$ cat src/rtl/mem_port_arbiter_pkg.sv
// Shared types and defaults for the activation/weight/result memory port arbiter.
package mem_port_arbiter_pkg;

  // Memory geometry of the shared single-port RAM.
  localparam int MEM_AW = 12;
  localparam int MEM_DW = 16;

  // Default arbiter configuration: host loader (0) and systolic sequencer (1).
  localparam int DEF_NREQ      = 2;
  localparam int DEF_RD_LAT    = 1;
  localparam int DEF_MAX_BURST = 64;

  typedef enum logic [0:0] {
    ARB_IDLE  = 1'b0,
    ARB_OWNED = 1'b1
  } arb_state_t;

  // Increment with wrap at n; used for the round-robin pointer and the search order.
  function automatic int wrap_inc(input int v, input int n);
    return (v + 1 >= n) ? 0 : v + 1;
  endfunction

endpackage

$ cat src/rtl/mem_port_arbiter_if.sv
// Requester-side handshake and memory-side bus of the memory port arbiter.
// The slave modport is the arbiter; the master modport is the requesters plus memory.
interface mem_port_arbiter_if
  import mem_port_arbiter_pkg::*;
#(
  parameter int NREQ  = DEF_NREQ,
  parameter int WIDTH = MEM_DW,
  parameter int AW    = MEM_AW
);

  logic [NREQ-1:0]            req;
  logic [NREQ-1:0]            we;
  logic [NREQ-1:0][AW-1:0]    addr;
  logic [NREQ-1:0][WIDTH-1:0] wdata;
  logic [NREQ-1:0]            last;
  logic [NREQ-1:0]            gnt;
  logic [NREQ-1:0]            rvalid;
  logic [WIDTH-1:0]           rdata;

  logic [AW-1:0]              mem_addr;
  logic [WIDTH-1:0]           mem_wdata;
  logic                       mem_wren;
  logic [WIDTH-1:0]           mem_q;

  modport slave (
    input  req, we, addr, wdata, last, mem_q,
    output gnt, rvalid, rdata, mem_addr, mem_wdata, mem_wren
  );

  modport master (
    output req, we, addr, wdata, last, mem_q,
    input  gnt, rvalid, rdata, mem_addr, mem_wdata, mem_wren
  );

endinterface

$ cat src/rtl/mem_port_arbiter_rr_picker.sv
// Combinational round-robin pick: first set request searching upward from ptr, with wrap.
module mem_port_arbiter_rr_picker
  import mem_port_arbiter_pkg::*;
#(
  parameter  int NREQ = DEF_NREQ,
  localparam int IW   = (NREQ > 1) ? $clog2(NREQ) : 1
) (
  input  logic [NREQ-1:0] req,
  input  logic [IW-1:0]   ptr,
  output logic            valid,
  output logic [IW-1:0]   idx
);

  // Walk the requesters in priority order starting at the pointer; keep the first hit.
  always_comb begin
    int j;
    valid = 1'b0;
    idx   = '0;
    j     = int'(ptr);
    for (int i = 0; i < NREQ; i++) begin
      if (!valid && req[j]) begin
        valid = 1'b1;
        idx   = IW'(j);
      end
      j = wrap_inc(j, NREQ);
    end
  end

endmodule

$ cat src/rtl/mem_port_arbiter.sv
// Burst-granting round-robin arbiter for the single-port activation/weight/result memory.
// The memory is clocked on ~clk, so an address muxed out during a cycle returns q
// before the next rising edge; read tags follow the data back to the issuing requester.
//
// state     | meaning
// ----------+-------------------------------------------------------------
// ARB_IDLE  | no owner; pick next requester round-robin, grant next cycle
// ARB_OWNED | owner holds the port until last beat or burst timeout
module mem_port_arbiter
  import mem_port_arbiter_pkg::*;
#(
  parameter int NREQ      = DEF_NREQ,
  parameter int WIDTH     = MEM_DW,
  parameter int AW        = MEM_AW,
  parameter int RD_LAT    = DEF_RD_LAT,
  parameter int MAX_BURST = DEF_MAX_BURST
) (
  input  logic                clk,
  input  logic                rst,
  mem_port_arbiter_if.slave   bus,
  output logic                err_timeout
);

  localparam int IW = (NREQ > 1) ? $clog2(NREQ) : 1;
  localparam int CW = $clog2(MAX_BURST + 1);

  arb_state_t       state_q, state_d;
  logic [IW-1:0]    owner_q, owner_d;
  logic [IW-1:0]    ptr_q, ptr_d;
  logic [NREQ-1:0]  gnt_q, gnt_d;
  logic [CW-1:0]    cnt_q, cnt_d;
  logic             err_q, err_d;
  logic [WIDTH-1:0] rdata_q, rdata_d;
  logic [NREQ-1:0]  rv_pipe_q [RD_LAT];
  logic [NREQ-1:0]  rv_pipe_d [RD_LAT];

  logic             pick_valid;
  logic [IW-1:0]    pick_idx;
  logic             beat;
  logic             beat_last;
  logic             timed_out;
  logic             release_now;

  mem_port_arbiter_rr_picker #(
    .NREQ (NREQ)
  ) u_rr_picker (
    .req   (bus.req),
    .ptr   (ptr_q),
    .valid (pick_valid),
    .idx   (pick_idx)
  );

  // Beat acceptance and the combinational owner mux onto the memory port.
  always_comb begin
    beat = (state_q == ARB_OWNED) && bus.req[owner_q] && gnt_q[owner_q] && !rst;
    beat_last     = beat && bus.last[owner_q];
    bus.mem_wren  = 1'b0;
    bus.mem_addr  = '0;
    bus.mem_wdata = '0;
    if (beat) begin
      bus.mem_wren  = bus.we[owner_q];
      bus.mem_addr  = bus.addr[owner_q];
      bus.mem_wdata = bus.wdata[owner_q];
    end
  end

  // Ownership FSM: grant, burst down-counter, release and timeout flag.
  always_comb begin
    state_d     = state_q;
    owner_d     = owner_q;
    ptr_d       = ptr_q;
    gnt_d       = gnt_q;
    cnt_d       = cnt_q;
    err_d       = 1'b0;
    timed_out   = (cnt_q == '0);
    release_now = beat_last || timed_out;
    case (state_q)
      ARB_IDLE: begin
        if (pick_valid) begin
          state_d         = ARB_OWNED;
          owner_d         = pick_idx;
          gnt_d           = '0;
          gnt_d[pick_idx] = 1'b1;
          cnt_d           = CW'(MAX_BURST - 1);
        end
      end
      ARB_OWNED: begin
        if (release_now) begin
          state_d = ARB_IDLE;
          gnt_d   = '0;
          cnt_d   = '0;
          ptr_d   = IW'(wrap_inc(int'(owner_q), NREQ));
          // A last beat in the terminal cycle is an orderly release, not a timeout.
          err_d   = !beat_last;
        end else begin
          cnt_d = cnt_q - CW'(1);
        end
      end
      default: begin
        state_d = ARB_IDLE;
        gnt_d   = '0;
      end
    endcase
  end

  // Read tag pipeline; the tag entering the final stage also captures mem_q.
  always_comb begin
    rv_pipe_d[0] = '0;
    if (beat && !bus.we[owner_q]) begin
      rv_pipe_d[0][owner_q] = 1'b1;
    end
    for (int i = 1; i < RD_LAT; i++) begin
      rv_pipe_d[i] = rv_pipe_q[i-1];
    end
    rdata_d = (|rv_pipe_d[RD_LAT-1]) ? bus.mem_q : rdata_q;
  end

  // State and output registers; reset drops the grant and discards in-flight tags.
  always_ff @(posedge clk) begin
    if (rst) begin
      state_q <= ARB_IDLE;
      owner_q <= '0;
      ptr_q   <= '0;
      gnt_q   <= '0;
      cnt_q   <= '0;
      err_q   <= 1'b0;
      rdata_q <= '0;
      for (int i = 0; i < RD_LAT; i++) begin
        rv_pipe_q[i] <= '0;
      end
    end else begin
      state_q <= state_d;
      owner_q <= owner_d;
      ptr_q   <= ptr_d;
      gnt_q   <= gnt_d;
      cnt_q   <= cnt_d;
      err_q   <= err_d;
      rdata_q <= rdata_d;
      for (int i = 0; i < RD_LAT; i++) begin
        rv_pipe_q[i] <= rv_pipe_d[i];
      end
    end
  end

  assign bus.gnt     = gnt_q;
  assign bus.rvalid  = rv_pipe_q[RD_LAT-1];
  assign bus.rdata   = rdata_q;
  assign err_timeout = err_q;

endmodule

$ cat src/flat_wrapper.sv
// flat-port wrapper written by rule: the top's interface ports become plain ports
module mem_port_arbiter_flat import mem_port_arbiter_pkg::*;
#(
  parameter int NREQ      = DEF_NREQ,
  parameter int WIDTH     = MEM_DW,
  parameter int AW        = MEM_AW,
  parameter int RD_LAT    = DEF_RD_LAT,
  parameter int MAX_BURST = DEF_MAX_BURST
)
  (clk, rst, err_timeout, bus_req, bus_we, bus_addr, bus_wdata, bus_last, bus_mem_q, bus_gnt, bus_rvalid, bus_rdata, bus_mem_addr, bus_mem_wdata, bus_mem_wren);
  mem_port_arbiter_if #(.NREQ(NREQ), .WIDTH(WIDTH), .AW(AW)) bus_i ();
  input  logic clk;
  input  logic rst;
  output logic err_timeout;
  input wire logic [$bits(bus_i.req)-1:0] bus_req;
  input wire logic [$bits(bus_i.we)-1:0] bus_we;
  input wire logic [$bits(bus_i.addr)-1:0] bus_addr;
  input wire logic [$bits(bus_i.wdata)-1:0] bus_wdata;
  input wire logic [$bits(bus_i.last)-1:0] bus_last;
  input wire logic [$bits(bus_i.mem_q)-1:0] bus_mem_q;
  output wire logic [$bits(bus_i.gnt)-1:0] bus_gnt;
  output wire logic [$bits(bus_i.rvalid)-1:0] bus_rvalid;
  output wire logic [$bits(bus_i.rdata)-1:0] bus_rdata;
  output wire logic [$bits(bus_i.mem_addr)-1:0] bus_mem_addr;
  output wire logic [$bits(bus_i.mem_wdata)-1:0] bus_mem_wdata;
  output wire logic [$bits(bus_i.mem_wren)-1:0] bus_mem_wren;
  assign bus_i.req = bus_req;
  assign bus_i.we = bus_we;
  assign bus_i.addr = bus_addr;
  assign bus_i.wdata = bus_wdata;
  assign bus_i.last = bus_last;
  assign bus_i.mem_q = bus_mem_q;
  assign bus_gnt = bus_i.gnt;
  assign bus_rvalid = bus_i.rvalid;
  assign bus_rdata = bus_i.rdata;
  assign bus_mem_addr = bus_i.mem_addr;
  assign bus_mem_wdata = bus_i.mem_wdata;
  assign bus_mem_wren = bus_i.mem_wren;
  mem_port_arbiter #(.NREQ(NREQ), .WIDTH(WIDTH), .AW(AW), .RD_LAT(RD_LAT), .MAX_BURST(MAX_BURST)) u_core (.clk(clk), .rst(rst), .bus(bus_i), .err_timeout(err_timeout));
endmodule
$ cat config.mk
export PLATFORM = sky130hd
export DESIGN_NAME = mem_port_arbiter_flat
export DESIGN_NICKNAME = d
export VERILOG_FILES = /design/src/rtl/mem_port_arbiter_pkg.sv /design/src/rtl/mem_port_arbiter_if.sv /design/src/rtl/mem_port_arbiter_rr_picker.sv /design/src/rtl/mem_port_arbiter.sv /design/src/flat_wrapper.sv
export SDC_FILE = /design/constraint.sdc
export NUM_CORES = 1
export LEC_CHECK = 0
export ABC_AREA = 0
export BUFFER_PORTS_ARGS = -buffer_cell sky130_fd_sc_hd__buf_4
export CAP_MARGIN = 15
export CORE_MARGIN = 2
export CORE_UTILIZATION = 25
export DETAILED_ROUTE_END_ITERATION = 16
export GPL_ROUTABILITY_DRIVEN = 0
export PLACE_DENSITY = 0.63
export REMOVE_ABC_BUFFERS = 1
export SLEW_MARGIN = 20
export SYNTH_ARGS = -nofsm -noshare
export SYNTH_HDL_FRONTEND = slang
export SYNTH_SLANG_ARGS = --single-unit
$ cat constraint.sdc
create_clock -name clk -period 3.3 [get_ports clk]
set_input_delay 0.165 -clock clk [delete_from_list [all_inputs] [get_ports clk]]
set_output_delay 0.165 -clock clk [all_outputs]
set_load 0.01 [all_outputs]
==> metrics.cfg, run 1 <==
[yosys]
ys_types=41
async_flop_share=0
yosysSeqAreaShare=0.350
avgSynthCellArea_um2=8.45
yosys_register_bits=31
synth-edff-count=0
synthFlopType=dfxtp_1
yosysWarnings=0
syn_inst=210
netlist_area_um2=1780

[global_routing]
grt_pass1_wl_um=8760
grt_use_total=0.143
grt_max_degree=33
grt_overflow_total=0
antenna_found_initial=0
grt_pass1_vias=1878

[power]
leakage_uw=0.00132
vdd_drop_max_v=0.000156
power.density_nw_per_um2=340

[sta]
min_period_ps=2230
setup_ws_ps=1070
final-hold-violation-count=0
period_share=0.675
rsz0062_at_grt=no
worstMarginPinSlew_ps=827
maxSlewViolCount=0
finClkSkew_ps=6.75
slew_headroom=0.449
fmax_ghz=0.449
setup_viol=0

[hold_path]
hold_end=u_core.rv_pipe_q[0][0]
min_from=bus_we[0]
min_path_type=input pin to flop
holdPathStages=2

[detailed_routing]
ant_nets=0
viasPerCell=4.67
via_count=2007
wire_per_inst_um=13.0
drt_wl_total_um=5610
drc=0
first_pass_iters=4
initialDrtViolationCount=184

[clock_network]
htreeDepth=2
ctsHoldBuffers=0
insertion_delay_ps=280
clkTransAtPathRegs_ps=70
cts_made_buffers=5
clockBufferDepth=2
root_buffer=clkbuf_8
postCtsSetupBuffers=0
cts_resized=0
cts_tree=yes
cts.sinks=31

[setup_path]
reg2reg_from=u_core.state_q
reg2reg_slack_ps=1130
critPathKind=flop to output pin
r2r-end=u_core.bus.rdata[8]
cp-end-kind=output pin
cp_max_fo=25
reg2regPathDepth=4
crit_required_ps=3130
arrival_ps=2060
critPathLaunchType=flop

[cells_and_area]
syn2layout_area_growth_pct=65.3
fillers=724
nNetsFinal=415
num_antenna_cells=0
drive_gt1_frac=0.434
fin_cells=430

[job]
cap_violations=0

[placement]
dp_hpwl_um=4470
port_buffers=129
place_inst=422
dp_slack_ps=1100

[status]
status=finished clean

[floorplanning]
die_x_um=88.3
start_util=0.260
chipHeight_um=88.3
coreArea_um2=6830
die_area_um2=7790
ios=130
rows=30

[cells by family (layout without fill, tap and decap cells)]
family / count (synthesis) / in the layout / synth area share
AND/OR/NAND/NOR: 83 / 83 / 0.217
multiplexers: 46 / 46 / 0.260
flip-flops: 31 / 31 / 0.350
AO/OA/AOI/OAI: 27 / 27 / 0.109
buffers and inverters: 21 / 145 / 0.0507
adder cells (fa/ha/maj): 2 / 2 / 0.0141
[per-layer routing]
metal	track usage	wire length (um)	vias to the layer above
li1	-	-	988
met1	0.183	2220	894
met2	0.228	2700	115
met3	0.0354	553	10
met4	0.0647	129	0
met5	0	0	-
[area by class of cell]
| class | count | area (um^2) | area share |
|---|---|---|---|
| clock inverter | 2 | 35.0 | 0.0119 |
| clock buffer | 6 | 82.6 | 0.0281 |
| inverter | 6 | 22.5 | 0.00768 |
| tap | 96 | 120 | 0.0409 |
| sequential | 31 | 622 | 0.212 |
| multi-input combinational | 158 | 1070 | 0.364 |
| timing repair buffer | 131 | 983 | 0.335 |
[critical path, cell delays in order, from the launching register on]
cell     delay (ps)
dfxtp_2         650
and3b_1         260
o21ai_2         270
buf_4           330
nor2_1          110
buf_4           150
[Yosys cell counts (2+ instances only)]
cell,number,area (um^2)
nand4_1,4,25.0
nor2_1,54,203
a31oi_1,4,25.0
o21ai_0,5,25.0
dfxtp_1,31,621
inv_1,6,22.5
a211o_1,2,17.5
buf_1,2,7.51
ha_1,2,25.0
clkbuf_1,9,33.8
mux2i_1,45,450
nand2_1,4,15.0
buf_2,3,15.0
nor3_1,6,30.0
a21oi_1,7,35.0
[state kept, by name (all words and copies together) (netlist names)]
register	flops
u_core.cnt_q	7
u_core.bus.rdata	16
u_core.bus.gnt	2
u_core.ptr_q	1
u_core.err_timeout	1
u_core.state_q	1
u_core.rv_pipe_q	2
u_core.owner_q	1
[per-stage QoR]
stage / util / cell area [um^2] / hold WS, ps / power, uW / setup TNS [ps]
after floorplan: - / 1710 / 234 / 512 / -8170
after global placement: 0.412 / 2820 / 342 / 623 / 0
after detailed placement: 0.412 / 2820 / 340 / 627 / 0
after CTS: 0.429 / 2930 / 35.4 / 1010 / 0
after global routing: 0.429 / 2930 / 27.9 / 1060 / 0
final: 0.429 / 2930 / 42.2 / 999 / 0
[how the worst max path moves through the flow]
stage          depth (start not counted)       startpoint  slack, ps                   end
2_1_floorplan                          3   u_core.owner_q       -280       bus_mem_addr[0]
3_5_place_dp                           4   u_core.state_q       1100  u_core.bus.rdata[13]
6_report                               5   u_core.owner_q       1070      bus_mem_wdata[8]
4_1_cts                                5   u_core.owner_q       1010      bus_mem_wdata[8]
3_3_place_gp                           4  u_core.cnt_q[2]       1160          u_core.ptr_q
5_1_grt                                5   u_core.owner_q        890      bus_mem_addr[10]
[power by group]
group / internal (uW) / total (uW) / switching, uW
combinational: 120 / 201 / 81.4
clock: 244 / 382 / 138
sequential: 391 / 416 / 24.9
[cell usage in the layout, fill, tap and decap left out, types with 2 or more instances in the layout]
cell,synthesis,routed
a211o_1,2,2
a21oi_1,7,7
a31oi_1,4,4
buf_4,0,131
clkbuf_8,0,6
dfxtp_1,31,30
ha_1,2,2
inv_1,6,6
mux2i_1,45,45
nand2_1,4,4
nand4_1,4,4
nor2_1,54,54
nor3_1,6,6
o21ai_0,5,4
Power figures use the tool's default switching activity.
==> inputs of run 2 (changes only) <==
- ABC_AREA: 0 -> 1
- clock period: 3.3 -> 2.2 ns (I/O delays scaled with it)
==> run 2 against run 1 <==
Against the previous run:
- combinational power increased by 71%
- wire length increased by 1.1%
- first-iteration DRC count decreased by 50%
- global-route usage about the same
- critical path depth increased by 1
- setup slack got worse by 750 ps
- hold slack improved by 76 ps
- core utilization decreased by 0.80 points
- clock-buffer cell count unchanged
- non-clock buffer count increased by 3
- final cell count increased by 13%
- critical path type unchanged
- critical endpoint is now bus_mem_wdata[15]
- largest cell class unchanged
==> metrics.cfg, run 2 <==
[cells_and_area]
drive_gt1_frac=0.412
final_common_cell=buf_4
fillers=763
num_antenna_cells=0
nNetsFinal=470
fin_area_um2=2900
syn2layout_area_growth_pct=61.7
final_cell_mix=buf_4 (134), nand2_1 (92), a21oi_1 (45), dfxtp_1 (31), nand3_1 (23)
largest_reg_flops=16
post-route-util=0.421

[hold_path]
holdPathStages=3
min_from=bus_mem_q[5]
min_path_type=input pin to flop
hold_end=u_core.bus.rdata[5]

[yosys]
synth_top_area_frac=0.347
synthAdderAreaFrac=0.0140
netlist_area_um2=1790
yosys_register_bits=31
synthFlopType=dfxtp_1
synth_top_family_by_area=simple AND/OR/NAND/NOR gates
yosysTopAreaCell=dfxtp_1
synthXorXnorAreaFrac=0.0196
yosysMostFrequentCell=nand2_1
synthMuxAreaShare=0.00769
yosysSeqAreaShare=0.347
avgSynthCellArea_um2=6.81
async_flop_share=0
yosys-top-cells-area=dfxtp_1 (35%), nand2_1 (19%), a21oi_1 (13%)
yosysWarnings=0
yosys-top-cells-count=nand2_1 (92), a21oi_1 (45), dfxtp_1 (31)
syn_inst=263
synthSimpleGateAreaFrac=0.321
ys_types=25
synth-compound-area-share=0.208
synth-edff-count=0

[floorplanning]
ios=130
die_area_um2=7850
die_x_um=88.6
rows=30
start_util=0.261
chipHeight_um=88.6
coreArea_um2=6870

[sta]
slew_headroom=0.620
min_period_ps=1880
final-hold-violation-count=0
worstMarginPinSlew_ps=568
rsz0062_at_grt=no
period_share=0.854
finClkSkew_ps=4.64
fmax_ghz=0.532
setup_ws_ps=321
maxSlewViolCount=0
setup_viol=0

[detailed_routing]
ant_nets=0
via_count=2211
drt_wl_total_um=5670
first_pass_iters=4
dr_wl_met3_um=646
initialDrtViolationCount=92
wirelength_met1_um=2310
drc=0
wl_met2_um=2690
wire_per_inst_um=11.7
topRoutingLayerUsed=met4
viasPerCell=4.57

[global_routing]
grt_max_degree=30
grt_pass1_vias=2033
antenna_found_initial=0
grt_overflow_total=0
grt_use_total=0.143
grt_pass1_wl_um=9020

[setup_path]
cp_max_fo=29
arrival_ps=1770
critPathKind=flop to output pin
reg2reg_from=u_core.owner_q
cp-end-kind=output pin
reg2regPathDepth=6
reg2reg_slack_ps=550
r2r-end=u_core.bus.rdata[8]
crit_required_ps=2090
critPathLaunchType=flop

[clock_network]
insertion_delay_ps=270
cts_made_buffers=5
clockBufferDepth=2
cts_resized=0
cts_tree=yes
ctsHoldBuffers=0
cts.sinks=31
clkTransAtPathRegs_ps=60
postCtsSetupBuffers=0
htreeDepth=2
root_buffer=clkbuf_8

[power]
power_frac_seq=0.441
leakage_uw=0.00136
clock_power_share=0.312
combPwrFrac=0.247
internal-power_uw=1010
total_power_uw=1390
power.density_nw_per_um2=480
switchingPower_uw=380
vdd_drop_max_v=0.000227
p_sw_frac=0.274

[placement]
port_buffers=129
dp_slack_ps=534
dp_hpwl_um=4420
placed_area_um2=2810

[job]
cap_violations=0

[status]
status=finished clean

-- run 2: layout make-up --
type | count | area [um^2] | area share
clock buffers | 6 | 82.6 | 0.0285
clock inverters | 1 | 5.00 | 0.00173
repair buffers | 134 | 1010 | 0.347
multi-input cells | 205 | 1020 | 0.352
flip-flops and latches | 31 | 621 | 0.214
inverters | 11 | 41.3 | 0.0143
well taps | 96 | 120 | 0.0415
-- run 2: critical path, stage by stage (launching register included) --
cell and delay [ps]:
dfxtp_1 530, inv_2 100, nand3_2 100, a21boi_4 60, inv_2 420, a21oi_1 90, buf_4 170
-- run 2: worst max-delay path by stage --
stage / end / start
6_report: bus_mem_wdata[15] / u_core.owner_q
4_1_cts: bus_mem_addr[9] / u_core.owner_q
3_5_place_dp: u_core.bus.rdata[8] / u_core.owner_q
5_1_grt: bus_mem_addr[9] / u_core.owner_q
2_1_floorplan: bus_mem_addr[11] / u_core.owner_q
3_3_place_gp: u_core.bus.rdata[10] / u_core.owner_q
-- run 2: cell families after synthesis --
group,Yosys count
multiplexers,1
XOR/XNOR,4
AO/OA/AOI/OAI,63
buffers and inverters,27
flip-flops,31
AND/OR/NAND/NOR,135
adder cells (fa/ha/maj),2
-- run 2: metrics by stage --
step           cells  TNS (ps)  hold WS, ps
4_1_cts          484         0          107
3_5_place_dp     477         0          400
2_1_floorplan    247     -47.0          179
3_3_place_gp     477         0          396
5_1_grt          484         0          106
6_report         484         0          118
-- run 2: layer usage --
layer	GRT usage	vias up
met5	0	-
met3	0.0504	2
li1	-	1116
met2	0.238	103
met4	0.0331	0
met1	0.177	990
-- run 2: power groups by stage --
stage,Sequential (uW),Clock (uW),Combinational [uW]
final,613,434,343
after global routing,617,479,386
after CTS,613,454,348
after detailed placement,625,0,347
after global placement,624,0,345
after floorplan,628,0,163
==> inputs of run 3 (changes only) <==
- CAP_MARGIN: 15 -> 20
- CORE_UTILIZATION: 25 -> 40
- PLACE_DENSITY: 0.63 -> 0.88
- RECOVER_POWER: default -> 50
==> run 3 against run 2 <==
Against the previous run:
- combinational power about the same
- highest routed layer unchanged
- clock-buffer cell count stayed put
- wire length decreased by 2.5%
- first-iteration DRC count up 13%
- design area is 3.7% lower
==> metrics.cfg, run 3 (same netlist as run 2, synthesis figures left out) <==
[global_routing]
globalRoute.busiestLayer=met2
antenna_found_initial=0
grt_max_degree=31
grt_use_total=0.214
grt_pass1_vias=2016
grt_pass1_wl_um=8760
grtUsageMet1=0.250
grt_use_met3=0.0570
grt_overflow_total=0
grt_use_met2=0.362

[sta]
finClkSkew_ps=5.47
slew_headroom=0.449
worstMarginPinSlew_ps=804
final.setup.tns_ps=0
setup_viol=0
maxSlewViolCount=0
fmax_ghz=0.509
min_period_ps=1970
final-hold-violation-count=0
rsz0062_at_grt=no
period_share=0.893

[cells_and_area]
largest_reg_flops=16
fillers=410
fin_cells=441
final_common_cell=buf_4
syn2layout_area_growth_pct=55.7
final_cell_mix=buf_4 (113), nand2_1 (92), a21oi_1 (45), dfxtp_1 (31), nand3_1 (23)
num_antenna_cells=0
nNetsFinal=470
drive_gt1_frac=0.357

[clock_network]
cts_made_buffers=5
postCtsSetupBuffers=0
ctsHoldBuffers=0
htreeDepth=2
cts_resized=0
clkTransAtPathRegs_ps=70
insertion_delay_ps=280
cts_tree=yes
cts.sinks=31
clockBufferDepth=2
root_buffer=clkbuf_8

[setup_path]
max_stage_delay_ps=380
cpMostUsedCell=buf_4
arrival_ps=1860
crit_required_ps=2090
critPathKind=flop to output pin
critical_path.slowest_cell=dfxtp_1
cp-end-kind=output pin
critPathLaunchType=flop
cp_max_fo=29
worstPathCellList=buf_4 -> nand3_2 -> a21boi_4 -> inv_2 -> a21oi_1 -> buf_4

[floorplanning]
chipHeight_um=70.9
start_util=0.414
ios=130
die_x_um=70.9
coreArea_um2=4320
die_area_um2=5030
rows=24

[detailed_routing]
drt_wl_total_um=5530
wire_per_inst_um=12.5
drc=0
first_pass_iters=4
via_count=2228
initialDrtViolationCount=104
viasPerCell=5.05
ant_nets=0

[power]
vdd_drop_max_v=0.000259
power.density_nw_per_um2=549
leakage_uw=0.00129

[placement]
place_inst=433
port_buffers=129
dp_hpwl_um=4290

[status]
status=finished clean

[hold_path]
min_path_type=input pin to flop

[job]
cap_violations=0

==> run 3: metal layers <==
| metal | vias up | wire length, um |
|---|---|---|
| met1 | 1003 | 2120 |
| met4 | 0 | 143 |
| met5 | - | 0 |
| met3 | 13 | 429 |
| met2 | 95 | 2830 |
| li1 | 1117 | - |
==> run 3: metrics by stage <==
stage	power, uW	utilization	area [um^2]	hold slack, ps	setup WS, ps
3_3_place_gp	962	0.637	2750	393	563
4_1_cts	1550	0.664	2870	95.8	212
5_1_grt	1610	0.645	2790	95.9	49.8
2_1_floorplan	792	-	1680	179	-2.61
3_5_place_dp	971	0.637	2750	399	513
6_report	1530	0.645	2790	100	234
==> run 3: final timing paths <==
| path | start | end | slack, ps | cells past startpoint |
|---|---|---|---|---|
| worst max-delay path | u_core.owner_q | bus_mem_addr[2] | 230 | 6 |
| worst min-delay path | bus_mem_q[1] | u_core.bus.rdata[1] | 100 | 3 |
| worst max register to register | u_core.owner_q | u_core.bus.rdata[10] | 300 | 5 |
| worst min register to register | u_core.bus.rdata[2] | u_core.bus.rdata[2] | 460 | 2 |
==> run 3: power breakdown <==
group          switching (uW)  internal [uW]
combinational             171            172
sequential               22.5            588
clock                     212            366
total                     406           1130
==> run 3: cell type report <==
cell class,instances,area [um^2],share of cell area
Sequential cell,31,621,0.223
Inverter,11,41.3,0.0148
Clock inverter,2,35.0,0.0126
Clock buffer,6,82.6,0.0296
Timing Repair Buffer,134,927,0.333
Multi-Input combinational cell,205,1020,0.364
Tap cell,52,65.1,0.0233
==> run 3: critical path: cells and delay by family, from the launching register on <==
family	cells	cell delay (ps)
DFF	1	380
AOI/OAI and AO/OA	2	420
buffers and inverters	3	640
and+or+nand+nor	1	130
